[config.mk]
export PLATFORM = sky130hd
export DESIGN_NAME = muxn_pipe
export DESIGN_NICKNAME = d
export VERILOG_FILES = /design/src/rtl/muxn_pipe.sv
export SDC_FILE = /design/constraint.sdc
export NUM_CORES = 1
export LEC_CHECK = 0
export ABC_AREA = 1
export CORE_MARGIN = 2
export CORE_UTILIZATION = 28
export DETAILED_ROUTE_END_ITERATION = 8
export PLACE_DENSITY = 0.69
export SLEW_MARGIN = 30
export SYNTH_ARGS = -nofsm -noshare
export SYNTH_HDL_FRONTEND = slang
export SYNTH_SLANG_ARGS = --single-unit
[constraint.sdc]
create_clock -name i_clk -period 1.5 [get_ports i_clk]
set_clock_uncertainty 0.05 [all_clocks]
set_input_delay 0.3 -clock i_clk [delete_from_list [all_inputs] [get_ports i_clk]]
set_output_delay 0.3 -clock i_clk [all_outputs]
set_load 0.005 [all_outputs]
[src/rtl/muxn_pipe.sv]
// N-input data multiplexer followed by a stallable, flushable register pipeline.
// Out-of-range selects substitute OOR_VALUE, flag the beat and bump a saturating error counter.
module muxn_pipe #(
    parameter int                 NB_DATA    = 32,
    parameter int                 N_INPUTS   = 4,
    parameter int                 NB_SEL     = $clog2(N_INPUTS),
    parameter int                 PIPE_DEPTH = 1,
    parameter logic [NB_DATA-1:0] OOR_VALUE  = '0
) (
    input  logic                         i_clk,
    input  logic                         i_rst_n,
    input  logic [N_INPUTS*NB_DATA-1:0]  i_DATA,
    input  logic [NB_SEL-1:0]            i_SEL,
    input  logic                         i_VALID,
    input  logic                         i_STALL,
    input  logic                         i_FLUSH,
    output logic [NB_DATA-1:0]           o_OUT,
    output logic                         o_VALID,
    output logic                         o_SEL_ERR,
    output logic [7:0]                   o_ERR_CNT
);

    // One extra bit so N_INPUTS == 2**NB_SEL still fits; the compare is then never true.
    localparam logic [NB_SEL:0] N_LIMIT = (NB_SEL + 1)'(N_INPUTS);

    logic [NB_DATA-1:0]                   sel_data;
    logic                                 sel_oor;
    logic [PIPE_DEPTH-1:0][NB_DATA-1:0]   data_q, data_d;
    logic [PIPE_DEPTH-1:0]                valid_q, valid_d;
    logic [PIPE_DEPTH-1:0]                err_q, err_d;
    logic [7:0]                           err_cnt_q, err_cnt_d;

    always_comb begin
        sel_oor  = ({1'b0, i_SEL} >= N_LIMIT);
        sel_data = OOR_VALUE;
        for (int unsigned k = 0; k < N_INPUTS; k++) begin
            if (i_SEL == NB_SEL'(k)) begin
                sel_data = i_DATA[k*NB_DATA +: NB_DATA];
            end
        end
    end

    always_comb begin
        data_d    = data_q;
        valid_d   = valid_q;
        err_d     = err_q;
        err_cnt_d = err_cnt_q;
        if (i_FLUSH) begin
            valid_d = '0;
            err_d   = '0;
        end else if (!i_STALL) begin
            data_d[0]  = sel_data;
            valid_d[0] = i_VALID;
            err_d[0]   = i_VALID && sel_oor;
            for (int unsigned s = 1; s < PIPE_DEPTH; s++) begin
                data_d[s]  = data_q[s-1];
                valid_d[s] = valid_q[s-1];
                err_d[s]   = err_q[s-1];
            end
            if (i_VALID && sel_oor && (err_cnt_q != 8'hFF)) begin
                err_cnt_d = err_cnt_q + 8'd1;
            end
        end
    end

    always_ff @(posedge i_clk) begin
        if (!i_rst_n) begin
            data_q    <= '0;
            valid_q   <= '0;
            err_q     <= '0;
            err_cnt_q <= '0;
        end else begin
            data_q    <= data_d;
            valid_q   <= valid_d;
            err_q     <= err_d;
            err_cnt_q <= err_cnt_d;
        end
    end

    assign o_OUT     = data_q[PIPE_DEPTH-1];
    assign o_VALID   = valid_q[PIPE_DEPTH-1];
    assign o_SEL_ERR = err_q[PIPE_DEPTH-1];
    assign o_ERR_CNT = err_cnt_q;

endmodule

; ---- Yosys cells after proc, flatten, opt, wreduce, memory -nomap -nowiden
; Cells that the tools add are included.
; W data, S select, Z words.
[classes]
muxes = 4
n_bitwise = 3
eq_ne = 3
reduce_logical = 3
[ops]
columns = op, count
row1 = $mux W32, 4
row2 = $eq A2 B2 Y1 const B, 2
row3 = $not A1 Y1, 3
row4 = $eq A2 B1 Y1 const B, 1
row5 = $logic_not A2 Y1, 1
row6 = $reduce_and A2 Y1, 1
row7 = $reduce_or A2 Y1, 1
[word_totals]
out_inout_bits = 42
wordCells = 15
reg_bits = 33
in_bits = 135

; ---- Logic depth before layout (Yosys ltp)
[logic_depth]
depth_word = 5
ltp_mapped = 7
depth_no_buf = 5

; ---- Worst setup path before layout
; No wires, ideal clock.
[synth_path]
path_kind = input-to-reg
startpoint = input i_SEL[1]
endpoint = register data_q (netlist bit o_OUT[17])
path_buffers = 2
stages = 6
t_required_ps = 1307
setup_ps = 143
slack_ps = 393
t_arrival_ps = 914
path_cell_list = buf_6 buf_2 o21ai_0 nand3_1 nand2_1 a21oi_2
[synth_via]
elab_chain_len = 5
word_cells_on_any_way = 8
classes_between = 3 x eq/ne / 4 x mux / 1 x reduce/logical
[synth_rtl]
columns = element, line
row1 = from (decl), 13  ; input logic [NB_SEL-1:0] i_SEL,
row2 = $logic_not A2 Y1, 37  ; if (i_SEL == NB_SEL'(k)) begin
row3 = $mux W32 (3 in a row), 37
row4 = $mux W32 (*), 37
row5 = to (signal assigned), 73  ; data_q <= data_d;
row6 = to (decl), 28  ; logic [PIPE_DEPTH-1:0][NB_DATA-1:0] data_q, data_d;
; Mark *: on every way between the ends. The rest lies on a longest branch, timed or not.
; A chain may end at the register's enable or synchronous reset.

; ---- Worst setup path after layout
[layout_path]
startpoint = register data_q (netlist bit o_OUT[18])
endpoint = output o_OUT[18]
[layout_lines]
columns = element, line
row1 = to (decl), 17  ; output logic [NB_DATA-1:0] o_OUT,
; No word-level cell between the ends.

==> flow_summary.json <==
{
  "synth.most_common_cell": "nand2_1",
  "diodes": 0,
  "synth.top_cell.area_share_pct": 28.2,
  "die_h_um": 95.5,
  "cpLargestDelayFamily": "buffers and inverters",
  "firstDrtPassIters": 4,
  "synthArstFlopShare_pct": 0,
  "fillers": 816,
  "grt_pass1_wl_um": 12400,
  "dp_hpwl_um": 6640,
  "dieArea_um2": 9130,
  "grt_pass1_vias": 2651,
  "cts-root-buf": "clkbuf_8",
  "hold_ws_ps": 418,
  "regToRegEndpoint": "o_OUT[7]",
  "io_buffers": 167,
  "critPathMaxStageDelay_ps": 510,
  "ys_ff_latch": 33,
  "clk_pin_slew_ps": 60,
  "critPathBufInv": 1,
  "min-delay-start": "o_OUT[19]",
  "wl_um": 8530,
  "placedCellCount": 615,
  "yosys-top-cells-count": "nand2_1 (86), nand3_1 (64), nor2_1 (44), o21ai_0 (42), dfxtp_1 (33)",
  "core_um2": 8180,
  "clockBufferDepth": 2,
  "nets": 652,
  "grt_use_total_pct": 17.4,
  "setup_viol": 0,
  "syn-instance-count": 359,
  "fin_cells": 622,
  "p_per_area_nw_per_um2": 589,
  "holdPathStages": 2,
  "cp_max_fo": 2,
  "fin_setup_tns_ps": 0,
  "path_class": "flip-flop to primary output",
  "min_to": "o_OUT[19]",
  "p_leak_nw": 1.94,
  "worst_ep_arrival_time_ps": 1120,
  "ys_warn_count": 0,
  "r2r_cells": 2,
  "first_iter_violations": 99,
  "syn_area_per_cell_um2": 6.53,
  "synth-edff-count": 0,
  "grt-ovfl-total": 0,
  "crit_path_end_kind": "primary output",
  "post_synth_num_cell_types": 21,
  "postCtsSetupRepairBufs": 0,
  "io_pins": 177,
  "syn_to_final_growth_pct": 79.9,
  "worst_ep_required_time_ps": 1150,
  "max-cap-violations": 0,
  "htreeDepth": 2,
  "rsz0062_at_grt": "no",
  "startpoint_type": "flip-flop",
  "critPathSlowestCell": "clkdlybuf4s50_1",
  "grt_max_degree": 42,
  "route.detailed.drc": 0,
  "synthTopCellsByArea": "dfxtp_1 (28%), nand2_1 (14%), nand3_1 (14%)",
  "dieWidth_um": 95.5,
  "layout-drive-gt1-share_pct": 11.4,
  "fmax_ghz": 0.681,
  "vias_per_cell": 4.61,
  "hold_buffers": 0,
  "hold_class": "flip-flop to flip-flop",
  "dpl_worst_slack_ps": -76.3,
  "antenna_found_initial": 0,
  "hold_viol_final": 0,
  "initial_core_util_pct": 28.7,
  "final_area_um2": 4220,
  "final_max_slew_viol_count": 0,
  "period_share_pct": 97.9,
  "cts_buffers": 5,
  "synth_area_leader_cell": "dfxtp_1",
  "avgRoutedWirePerCell_um": 13.7,
  "setup_ws_ps": 31.2,
  "reg2reg_slack_ps": 770,
  "gp_congestion": 0.832,
  "placed_area_um2": 4090,
  "synth_area_um2": 2350,
  "antenna_left": 0,
  "r2r_start": "o_OUT[7]",
  "ys_seq_area_share_pct": 28.2,
  "status": "completed",
  "insertion_delay_ps": 270,
  "numClockSinks": 33,
  "dr_total_vias": 2865,
  "period_needed_ps": 1470,
  "path_cells": "clkdlybuf4s50_1",
  "cp_num_cells": 1,
  "rows": 33,
  "irDropWorstVdd_mv": 0.307,
  "cts_tree": "yes",
  "ys.flop_type": "dfxtp_1",
  "final_core_util_pct": 51.6,
  "power.total_mw": 2.49
}
[state kept, by name, indices dropped and copies added, names as in the netlist]
register / cells
o_OUT: 32
o_VALID: 1
[layout by cell type, fill, tap and decap left out, drive strengths merged]
master and count:
mux2i 1, o21ai 42, dlymetal6s2s 21, clkdlybuf4s50 141
dfxtp 33, a21oi 32, buf 16, or2 10
nor3 1, nand3 64, nor2 46, conb 9
inv 4, nand2 87, clkbuf 7, dlygate4sd2 3
[power by group]
part | switching [mW] | leakage (nW) | internal (mW) | total, mW
logic | 0.346 | 1.63 | 0.528 | 0.874
registers | 0.0231 | 0.271 | 0.927 | 0.950
clock network | 0.300 | 0.0443 | 0.364 | 0.664
total | 0.668 | 1.94 | 1.82 | 2.49
[kinds of logic (layout without fill, tap and decap cells)]
family / Yosys count / in the layout / synth area share (%)
buf+inv: 42 / 192 / 11.9
simple gates: 208 / 208 / 38.9
compound gates: 74 / 74 / 20.4
other cells: 1 / 9 / 0.160
mux: 1 / 1 / 0.427
flops: 33 / 33 / 28.2
[worst reg2reg max path: stages, from the launching register on]
cell and delay [ps]:
dfxtp_1 310, o21ai_0 220, a21oi_2 40
[per-layer routing]
metal	track usage, %	share of wire (%)	vias to the layer above
li1	-	-	1484
met1	21.0	43	1275
met2	30.7	48	98
met3	5.14	7.6	8
met4	3.57	1.0	0
met5	0	0	-
[final cells by class]
class	count	area (µm²)	share of cell area (%)
Timing Repair Buffer	181	1890	44.8
Multi-Input combinational cell	292	1440	34.0
Sequential cell	33	662	15.7
Tap cell	105	131	3.11
Clock buffer	7	86.3	2.05
Inverter	4	15.0	0.356
[worst max-delay path by stage]
stage | start | endpoint
floorplan | i_SEL[1] | o_OUT[17]
global placement | i_STALL | o_OUT[22]
detailed placement | i_STALL | o_OUT[17]
CTS | o_OUT[19] | o_OUT[19]
global route | o_OUT[18] | o_OUT[18]
finish | o_OUT[18] | o_OUT[18]
[repair_timing]
item / CTS / global route
gates resized for setup: 4 / 21
endpoints found under the setup margin: 4 / 21
gates cloned: 0 / 0
Power figures use the tool's default switching activity.
